$ cat src/rtl/mips_ex_pkg.sv
// mips_ex_pkg: funct codes and FSM states shared by the EX-stage multiply/divide logic
package mips_ex_pkg;
  localparam logic [5:0] FUNCT_MULT  = 6'b011000;
  localparam logic [5:0] FUNCT_MULTU = 6'b011001;
  localparam logic [5:0] FUNCT_DIV   = 6'b011010;
  localparam logic [5:0] FUNCT_DIVU  = 6'b011011;
  typedef enum logic [1:0] {ST_IDLE, ST_RUN, ST_FIX} state_t;
  function automatic logic is_muldiv(input logic [5:0] op);
    return op == FUNCT_MULT || op == FUNCT_MULTU || op == FUNCT_DIV || op == FUNCT_DIVU;
  endfunction
endpackage

$ cat src/rtl/muldiv_abs_neg.sv
// muldiv_abs_neg: conditional two's-complement negate (absolute value on inputs, sign fix on results)
module muldiv_abs_neg #(
  parameter int W = 32
) (
  input  logic [W-1:0] value,
  input  logic         neg,
  output logic [W-1:0] result
);
  assign result = neg ? -value : value;
endmodule

$ cat src/rtl/ex_muldiv_unit.sv
// ex_muldiv_unit: iterative MULT/MULTU/DIV/DIVU with HI/LO registers.
// MULDIV_EARLY_OUT_EN: multiply RUN stops once no multiplier bits remain.
module ex_muldiv_unit
  import mips_ex_pkg::*;
#(
  parameter int NB_INPUT   = 32,
  parameter int NB_CONTROL = 6
) (
  input  logic                  i_clk,
  input  logic                  i_rst,
  input  logic                  i_start,
  input  logic [NB_CONTROL-1:0] i_op,
  input  logic [NB_INPUT-1:0]   i_operand_a,
  input  logic [NB_INPUT-1:0]   i_operand_b,
  input  logic                  i_mthi,
  input  logic                  i_mtlo,
  output logic                  o_busy,
  output logic                  o_done,
  output logic [NB_INPUT-1:0]   o_hi,
  output logic [NB_INPUT-1:0]   o_lo
);
  localparam int N  = NB_INPUT;
  localparam int CW = $clog2(N);
  state_t state;
  logic [CW-1:0] cnt;
  logic [2*N-1:0] acc, x, acc_nx, prod_fix;
  logic [N-1:0] y, abs_a, abs_b, quo_fix, rem_fix, diff;
  logic [N:0] rem_sh;
  logic is_div, neg_q, neg_r, dz, last, op_signed, op_div, ge;
  assign op_signed = i_op == FUNCT_MULT || i_op == FUNCT_DIV;
  assign op_div    = i_op == FUNCT_DIV || i_op == FUNCT_DIVU;
  muldiv_abs_neg #(.W(N))   u_abs_a (.value(i_operand_a), .neg(op_signed & i_operand_a[N-1]), .result(abs_a));
  muldiv_abs_neg #(.W(N))   u_abs_b (.value(i_operand_b), .neg(op_signed & i_operand_b[N-1]), .result(abs_b));
  muldiv_abs_neg #(.W(2*N)) u_prod  (.value(acc), .neg(neg_q), .result(prod_fix));
  muldiv_abs_neg #(.W(N))   u_quo   (.value(acc[N-1:0]), .neg(neg_q), .result(quo_fix));
  muldiv_abs_neg #(.W(N))   u_rem   (.value(acc[2*N-1:N]), .neg(neg_r), .result(rem_fix));
  // restoring divide keeps {remainder, quotient} in acc; remainder < divisor so the difference fits N bits
  always_comb begin
    rem_sh = acc[2*N-1:N-1];
    ge     = rem_sh >= {1'b0, y};
    diff   = N'(rem_sh - {1'b0, y});
    acc_nx = is_div ? {ge ? diff : rem_sh[N-1:0], acc[N-2:0], ge} : acc + (y[0] ? x : '0);
  end
`ifdef MULDIV_EARLY_OUT_EN
  assign last = cnt == CW'(N-1) || (!is_div && (y[N-1:1] == '0 || x == '0));
`else
  assign last = cnt == CW'(N-1);
`endif
  always_ff @(posedge i_clk) begin
    if (i_rst) begin
      state  <= ST_IDLE;
      o_busy <= 1'b0;
      o_done <= 1'b0;
      o_hi   <= '0;
      o_lo   <= '0;
      cnt    <= '0;
    end else begin
      o_done <= 1'b0;
      case (state)
        ST_IDLE:
          if (i_start && is_muldiv(i_op)) begin
            x      <= {{N{1'b0}}, abs_a};
            y      <= abs_b;
            acc    <= op_div ? {{N{1'b0}}, abs_a} : '0;
            is_div <= op_div;
            neg_q  <= op_signed & (i_operand_a[N-1] ^ i_operand_b[N-1]);
            neg_r  <= op_signed & i_operand_a[N-1];
            dz     <= i_operand_b == '0;
            cnt    <= '0;
            o_busy <= 1'b1;
            state  <= ST_RUN;
          end else begin
            if (i_mthi) o_hi <= i_operand_a;
            if (i_mtlo) o_lo <= i_operand_a;
          end
        ST_RUN: begin
          acc <= acc_nx;
          x   <= x << 1;
          y   <= is_div ? y : y >> 1;
          cnt <= cnt + 1'b1;
          if (last) state <= ST_FIX;
        end
        ST_FIX: begin
          o_hi   <= is_div ? rem_fix : prod_fix[2*N-1:N];
          o_lo   <= is_div ? (dz ? '1 : quo_fix) : prod_fix[N-1:0];
          o_done <= 1'b1;
          o_busy <= 1'b0;
          state  <= ST_IDLE;
        end
        default: state <= ST_IDLE;
      endcase
    end
  end
endmodule

$ cat config.mk
export PLATFORM = sky130hd
export DESIGN_NAME = ex_muldiv_unit
export DESIGN_NICKNAME = d
export VERILOG_FILES = /design/src/rtl/mips_ex_pkg.sv /design/src/rtl/muldiv_abs_neg.sv /design/src/rtl/ex_muldiv_unit.sv
export SDC_FILE = /design/constraint.sdc
export NUM_CORES = 1
export LEC_CHECK = 0
export ABC_AREA = 1
export CAP_MARGIN = 10
export CORE_MARGIN = 2
export CORE_UTILIZATION = 30
export CTS_BUF_LIST = sky130_fd_sc_hd__clkbuf_4 sky130_fd_sc_hd__clkbuf_8
export DETAILED_ROUTE_END_ITERATION = 16
export HOLD_SLACK_MARGIN = 0.1
export PLACE_DENSITY = 0.54
export SETUP_SLACK_MARGIN = 0.2
export SLEW_MARGIN = 20
export SYNTH_ARGS = -nofsm -noshare
export SYNTH_HDL_FRONTEND = slang
export SYNTH_SLANG_ARGS = --single-unit
$ cat constraint.sdc
create_clock -name i_clk -period 21.1 [get_ports i_clk]
set_input_delay 4.22 -clock i_clk [delete_from_list [all_inputs] [get_ports i_clk]]
set_output_delay 4.22 -clock i_clk [all_outputs]
set_load 0.01 [all_outputs]
Yosys cells after proc, flatten, opt, wreduce, memory -nomap -nowiden
Index checks and enable logic that the tools add are counted.
{ "classes": {"n_addsub": 8, "n_lt_le_gt_ge": 1, "eq_ne": 13, "mux": 33, "bitwise": 5, "n_reduce_logical": 18} }
{ "ops": {"columns": ["operator", "n"], "rows": [
  ["$mux W32", 15],
  ["$mux W64", 5],
  ["$pmux W64 S2", 2],
  ["$pmux W32 S2", 3],
  ["$neg A32 Y32", 4],
  ["$add A64 B64 Y64", 1],
  ["$neg A64 Y64", 1],
  ["$ge A33 B32 Y1", 1],
  ["$logic_not A32 Y1", 1],
  ["$sub A32 B32 Y32", 1],
  ["$eq A6 B5 Y1 const B", 4],
  ["$ne A2 B2 Y1 const B", 6],
  ["$reduce_and A3 Y1", 4],
  ["$pmux W5 S2", 1],
  ["$reduce_and A2 Y1", 3],
  ["$add A5 B1 Y5 const B", 1],
  ["$eq A5 B5 Y1 const B", 1],
  ["$logic_or A1 B1 Y1", 5],
  ["$mux W5", 1],
  ["$mux W2", 2],
  ["$pmux W2 S2", 1],
  ["$reduce_and A4 Y1", 1],
  ["$reduce_bool A2 Y1", 2],
  ["$and A1 B1 Y1", 3],
  ["other kinds (8)", 9]
]} }
{ "totals": {"reg_bits": 237, "input_bits": 75, "output_inout_bits": 66, "wordCells": 91} }

Depth between registers and ports, before layout
Gate-level depths: netlist of run 1.
{ "depth": {"ltp_word": 7, "depth_mapped": 20, "ltp_nobuf": 18} }

Hierarchy
From an unflattened synthesis of run 1, not the netlist that was laid out.
{ "unflattened": {"cells_unflattened": 4495, "hier_area_um2": 26344.0} }
{ "modules_own_cells": {"columns": ["mod", "n_inst", "cells_per_inst", "area_each_um2", "seq_area_each_um2"], "rows": [
  ["ex_muldiv_unit", 1, 3097, 19723.9, 6386.1],
  ["muldiv_abs_neg (u_abs_a ...)", 4, 225, 1052.3, 0.0],
  ["muldiv_abs_neg (u_prod)", 1, 498, 2411.1, 0.0]
]} }

Least setup slack after synthesis of run 1
OpenSTA, ideal clock, no wires.
{ "synth_path": {"kind": "input -> register", "from": "input i_op[2]", "to": "register acc[0], enable pin", "setup_time_ns": 0.618, "arrival_ns": 10.231, "required_time_ns": 20.482, "setup_slack_ns": 10.251, "cell_stages": 7, "path_buffers": 0, "path_cell_list": "nor3_2 nand2_1 nand2_1 inv_1 nor2_1 inv_1 nor2_1"} }
{ "synth_via": {"elab_chain_cells": 7, "elab_cells_between_ends": 10, "classes_between": "eq/ne (5); reduce/logical (5)"} }
{ "synth_rtl": {"columns": ["element", "line", "text"], "rows": [
  ["start, declared", "ex_muldiv_unit.sv:12", "input logic [NB_CONTROL-1:0] i_op,"],
  ["$eq A6 B5 Y1", "mips_ex_pkg.sv:9", "return op == FUNCT_MULT || op == FUNCT_MULTU || op == FUNCT_DIV || op == FUNCT_DIVU;"],
  ["$logic_or A1 B1 Y1 (2 in series)", "mips_ex_pkg.sv:9", null],
  ["$logic_or A1 B1 Y1 (*)", "mips_ex_pkg.sv:9", null],
  ["$logic_and A1 B1 Y1 (*)", "ex_muldiv_unit.sv:61", "if (i_start && is_muldiv(i_op)) begin"],
  ["$ne A2 B2 Y1 (no source line) (*)", null, null],
  ["$reduce_and A3 Y1 (no source line) (*)", null, null],
  ["end signal, assigned", "ex_muldiv_unit.sv:64", "acc <= op_div ? {{N{1'b0}}, abs_a} : '0;"],
  ["end signal, assigned", "ex_muldiv_unit.sv:77", "acc <= acc_nx;"],
  ["end, declared", "ex_muldiv_unit.sv:26", "logic [2*N-1:0] acc, x, acc_nx, prod_fix;"]
]} }
Mark *: on every way between the ends. The rest lies on a longest branch, timed or not.
A chain may end at the register's enable or synchronous reset.

Worst setup path in the final report of run 1
{ "layout_path": {"from": "input i_op[4]", "to": "register acc[18], enable pin"} }
Same word-level chain as after synthesis.

==> metrics.md, run 1 <==
| Metric | Value |
|---|---|
| Status | `finished clean` |
| Post-Layout Inst Area | `25,800 sq um` |
| Avg Cell Area, Syn | `6.06 sq um` |
| Crit. End Element | `flip-flop` |
| Asr flop ratio synth | `0%` |
| Top_reg_cell synth | `edfxtp_1` |
| WL final | `96,400 microns` |
| Final total power | `1.21 mW` |
| Setup crit start kind | `input port` |
| Final Hold Viols | `0` |
| Buffers on Ports | `140` |
| Final Slew Violations | `0` |
| H-tree depth | `2` |
| Post-synthesis net count | `3,886` |
| Clk buf depth | `3` |
| CTS tree | `built` |
| Drt drc | `0` |
| Worst path most repeated cell | `nand2_1` |
| First drt pass iteration count | `7` |
| Clock Pin Slew Worst Setup and Hold Paths | `0.06 ns` |
| Post-synthesis sequential area ratio | `28.4%` |
| Crit path DAT | `7.31 ns` |
| WHS | `0.473 ns` |
| Worst min path class | `flip-flop to flip-flop` |
| Core Footprint | `74,300 sq um` |
| DR vias | `24.7k` |
| Die H | `278 microns` |
| Cell area after placement | `24,800 sq um` |
| RSZ-0062 raised after global routing | `false` |
| First-pass GRT wire length | `142,000 microns` |
| CTS Buf Count | `46` |
| Worst EP required | `21.35 ns` |
| Util after Layout | `34.7%` |
| Reg area | `6390 sq um` |
| Initial Utilization | `30.2%` |
| Setup bufs post-CTS | `0` |
| Max-Cap Viols | `0` |
| Post-CTS sizing | `0` |
| Via density | `5.14` |
| Post-synthesis register bit count | `237` |
| Mapped Area | `22,500 sq um` |
| Period utilization | `33.5%` |
| CTS sink count | `237` |
| Die W | `278 microns` |
| Fill count | `8,379` |
| Min Tclk post-route | `7.06 ns` |
| PD cells | `46.7 nW/um^2` |
| Die area | `77,100 sq um` |
| Worst slew pin tran | `1.12 ns` |
| Root buf cell | `clkbuf_8` |
| Setup_tns | `0 ns` |
| Peak per-stage delay on the critical path | `0.89 ns` |
| I/O Pins | `141` |
| Cts hold-fix bufs | `0` |
| Worst VDD drop | `0.0326 mV` |
| Most common cell after layout, fill and taps aside | `nand2_1` |
| Aggregate global routing overflow | `0` |
| Unique masters post-synth | `52` |
| Largest net degree at the start of global routing | `88` |
| Initial antenna violation count | `1` |
| GPL Wtd Cong | `0.983` |
| Combined area of the multi-input logic cells | `13,600 sq um` |
| Site row count | `100` |
| EDFF count, synth | `164` |
| Worst slew margin | `25.5%` |
| Final setup viols | `0` |
| Layout cells sized above 1 | `3.59%` |
| Most frequent cells in the layout | `nand2_1 (1,077), inv_1 (537), nor2_1 (479)` |
| Synth Instances | `3,708` |
| F_max | `142 MHz` |
| Post-detailed-route count of antenna-violating nets | `0` |
| CP Max Fanout | `78` |
| Drt wl/cell | `20.0 microns` |
| Starting DRT DRC Count | `2,791` |
| Number of global-route vias before repair | `22.7k` |
| Final clock skew | `0.0278 ns` |
| Worst-skew pair later-pin latency | `0.64 ns` |
| Post-DP HPWL | `77,600 microns` |
| Cells along the critical path | `clkdlybuf4s50_1 > nand2_1 > nor3_2 > nand2_1 > nand2_1 > inv_1 > nor2_1 > inv_1 > nor2_4 > buf_4 > buf_4` |
| Kind of critical path | `input port to flip-flop` |
| Final #Nets | `3,990` |
| LEAKAGE | `12.1 nW` |
| GRT Overall Usage | `24.2%` |
| CP max stage cell | `buf_4` |
| Area grow syn2layout | `15.0%` |
| Synth warn | `0` |
[cell usage after synthesis (11+ instances only)]
cell	count	area (sq um)
dfxtp_1	73	1460
buf_2	15	75.1
nand2_1	1077	4040
a21oi_1	254	1270
o21ai_0	271	1360
o21bai_1	17	128
edfxtp_1	164	4920
nand4_1	51	319
nand3b_1	27	203
ha_1	101	1260
clkbuf_1	76	285
nor3_1	38	190
xnor2_1	11	96.3
nor2_1	481	1810
o21ai_1	20	100
nand3_1	315	1580
xor2_1	48	420
a31oi_1	11	68.8
inv_1	537	2020
[stage by stage]
stage,worst slack [ns],instances
2_1_floorplan,10.25,3708
3_3_place_gp,13.40,4733
3_5_place_dp,13.38,4733
4_1_cts,14.05,4811
5_1_grt,13.76,4813
6_report,14.04,4813
[path summary, 6_finish.rpt]
check | startpoint | end | slack (ns) | depth (start not counted)
max reg2reg | y[0] | acc[60] | 17.11 | 19
max | i_op[4] | acc[18] | 14.04 | 11
min | cnt[4] | cnt[4] | 0.47 | 2
min reg2reg | cnt[4] | cnt[4] | 0.47 | 2
[final cells by class]
class / count / share of cell area, %
multi-input cells: 2819 / 52.7
flip-flops and latches: 237 / 24.7
inverters: 548 / 7.97
repair buffers: 160 / 6.01
well taps: 969 / 4.69
clock buffers: 64 / 3.05
clock inverters: 14 / 0.795
diodes: 2 / 0.0194
[report_power, final]
| group | switching (mW) | internal, mW | total, mW |
|---|---|---|---|
| logic | 0.104 | 0.0617 | 0.166 |
| registers | 0.0113 | 0.510 | 0.521 |
| clock network | 0.217 | 0.301 | 0.519 |
[logic make-up (layout without fill, tap and decap cells)]
kind of cell	count (synthesis)	count (layout)	share of synthesized area, %
DFF	237	237	28.4
other	0	2	0
AOI/OAI and AO/OA	628	628	14.9
and+or+nand+nor	2029	2029	37.5
xor gates and xnor gates	59	59	2.30
adders and majority gates	103	103	5.80
buffers and inverters	652	786	11.1
[flip-flops by register name, summed over array words and instances, names as in the netlist]
signal  cells
o_busy      1
x          64
y          32
o_hi       32
is_div      1
cnt         5
dz          1
neg_q       1
o_lo       32
neg_r       1
state       2
o_done      1
acc        64
[layer usage]
layer | global-route usage (%) | wire length (microns) | up-vias
li1 | - | - | 12200
met1 | 34.6 | 44800 | 11400
met2 | 37.4 | 41600 | 930
met3 | 2.90 | 6650 | 163
met4 | 8.18 | 3380 | 0
met5 | 0 | 0 | -
[critical path, delay by kind of cell]
family,cells,cell delay (ns)
buf+inv,5,2.19
simple gates,6,0.78
(Power assumes the default switching activity.)
==> run 2: changes to the inputs <==
==> constraint.sdc (replaced) <==
create_clock -name i_clk -period 6.55 [get_ports i_clk]
set_input_delay 1.31 -clock i_clk [delete_from_list [all_inputs] [get_ports i_clk]]
set_output_delay 1.31 -clock i_clk [all_outputs]
set_load 0.01 [all_outputs]
==> run 2 against run 1 <==
Largest power group unchanged. Critical path depth increased by 2. Flip-flop and latch count unchanged. Critical endpoint is now acc[59]. Die area unchanged. Register-to-register slack got worse by 14 ns.
==> metrics.md, run 2 (same netlist as run 1, synthesis figures left out) <==
| Metric | Value |
|---|---|
| Drt drc | `0` |
| Worst slew pin tran | `0.983 ns` |
| Starting DRT DRC Count | `2,450` |
| Die H | `278 microns` |
| Die area | `77,100 sq um` |
| Min Tclk post-route | `3.82 ns` |
| Worst EP required | `6.92 ns` |
| Worst path most repeated cell | `nand2_1` |
| Fill count | `8,331` |
| DR vias | `24.8k` |
| Initial Utilization | `30.2%` |
| Final Slew Violations | `0` |
| Crit path DAT | `4.19 ns` |
| Setup bufs post-CTS | `0` |
| Number of global-route vias before repair | `22.7k` |
| RSZ-0062 raised after global routing | `false` |
| Cts hold-fix bufs | `0` |
| Root buf cell | `clkbuf_8` |
| CP Max Fanout | `38` |
| Post-CTS sizing | `0` |
| Internal power | `2.70 mW` |
| Final #Nets | `3,991` |
| H-tree depth | `2` |
| PD cells | `147 nW/um^2` |
| Aggregate global routing overflow | `0` |
| Setup crit start kind | `flip-flop` |
| First drt pass iteration count | `6` |
| Buffers on Ports | `140` |
| Switching share of power | `28.8%` |
| Cells along the critical path | `ha_1 > a21oi_1 > nand2_1 > nand2_1 > nand3_1 > nand2_1 > nand2_1 > nor2_2 > nand2_4 > inv_2 > nand2_1 > nand4_1 > nand2_1` |
| GRT Overall Usage | `24.5%` |
| Post-detailed-route count of antenna-violating nets | `0` |
| Worst min path class | `flip-flop to flip-flop` |
| Cell area after placement | `24,800 sq um` |
| WL final | `97,500 microns` |
| Area grow syn2layout | `14.8%` |
| CTS Buf Count | `45` |
| Worst-skew pair later-pin latency | `0.65 ns` |
| F_max | `262 MHz` |
| Status | `finished clean` |
| Switching Power | `1.09 mW` |
| Reg area | `6390 sq um` |
| Initial antenna violation count | `3` |
| First-pass GRT wire length | `144,000 microns` |
| Top Registers | `acc (64), x (64)` |
| CTS sink count | `237` |
| Post-Layout Inst Area | `25,800 sq um` |
| Peak per-stage delay on the critical path | `0.72 ns` |
| Core Footprint | `74,300 sq um` |
| Final Hold Viols | `0` |
| Site row count | `100` |
| Setup_tns | `0 ns` |
| CP max stage cell | `edfxtp_1` |
| Die W | `278 microns` |
| Comb power frac | `14.1%` |
| Most common cell after layout, fill and taps aside | `nand2_1` |
| Layout cells sized above 1 | `3.77%` |
| Clock power frac | `41.6%` |
| Max-Cap Viols | `0` |
| Period utilization | `58.4%` |
| Drt wl/cell | `20.2 microns` |
| Worst slew margin | `34.2%` |
| Largest net degree at the start of global routing | `72` |
| Post-DP HPWL | `78,300 microns` |
| Crit. End Element | `flip-flop` |
| Worst R2R Setup Slack | `2.73 ns` |
| Final clock skew | `0.0355 ns` |
| Most frequent cells in the layout | `nand2_1 (1,077), inv_1 (537), nor2_1 (479)` |
| Kind of critical path | `flip-flop to flip-flop` |
| Clk buf depth | `3` |
| Combined area of the multi-input logic cells | `13,600 sq um` |
| Worst VDD drop | `0.109 mV` |
| Clock Pin Slew Worst Setup and Hold Paths | `0.06 ns` |
| Final setup viols | `0` |
| GPL Wtd Cong | `0.981` |
| I/O Pins | `141` |
| Via density | `5.15` |
| CTS tree | `built` |
| Register share of total power | `44.3%` |
| LEAKAGE | `12.1 nW` |
run 2: cell count changes in the layout (fill, tap and decap cells not counted), moves of 2 or more:
cell / previous run / this run
clkinv_4: 2 / 0
clkbuf_8: 49 / 52
bufinv_16: 5 / 1
clkinv_2: 0 / 7
run 2: area by class of cell:
class | instances | area share (%)
clock inverters | 15 | 0.451
multi-input cells | 2819 | 52.8
well taps | 969 | 4.70
inverters | 548 | 7.98
flip-flops and latches | 237 | 24.8
clock buffers | 67 | 3.21
repair buffers | 162 | 6.12
diodes | 1 | 0.00970
run 2: path summary, 6_finish.rpt:
path                            cells after the start     from      end
worst max-delay path                               13  acc[51]  acc[59]
worst min-delay path                                2   cnt[4]   cnt[4]
worst max register to register                     13  acc[51]  acc[59]
worst min register to register                      2   cnt[4]   cnt[4]
run 2: per-stage QoR:
| step | instances | hold WS, ns | utilization, % | setup slack, ns | power (mW) |
|---|---|---|---|---|---|
| finish | 4818 | 0.482 | 34.7 | 2.73 | 3.79 |
| detailed placement | 4735 | 0.476 | 33.4 | 2.37 | 2.24 |
| global route | 4818 | 0.509 | 34.7 | 2.50 | 3.95 |
| CTS | 4817 | 0.485 | 34.7 | 2.78 | 3.81 |
| floorplan | 3708 | 0.445 | - | 0.788 | 1.98 |
| global placement | 4735 | 0.466 | 33.4 | 2.31 | 2.23 |
run 2: power by group through the flow:
stage	combinational [mW]	sequential [mW]	clock (mW)
2_1_floorplan	0.270	1.71	0
3_3_place_gp	0.526	1.71	0
3_5_place_dp	0.526	1.71	0
4_1_cts	0.529	1.68	1.61
5_1_grt	0.585	1.68	1.68
6_report	0.535	1.68	1.58
run 2: metal layers:
metal	GRT usage (%)	part of all wire, %
met1	34.9	46
met2	38.4	43
met3	2.86	7.1
met4	7.98	3.6
met5	0	0.0082
run 2: critical path: cells and delay by family (launching register included):
| kind | cells | cell delay (ns) |
|---|---|---|
| fa+ha+maj | 1 | 0.41 |
| flops | 1 | 0.72 |
| simple gates | 10 | 1.78 |
| compound gates | 1 | 0.22 |
| buf+inv | 1 | 0.43 |
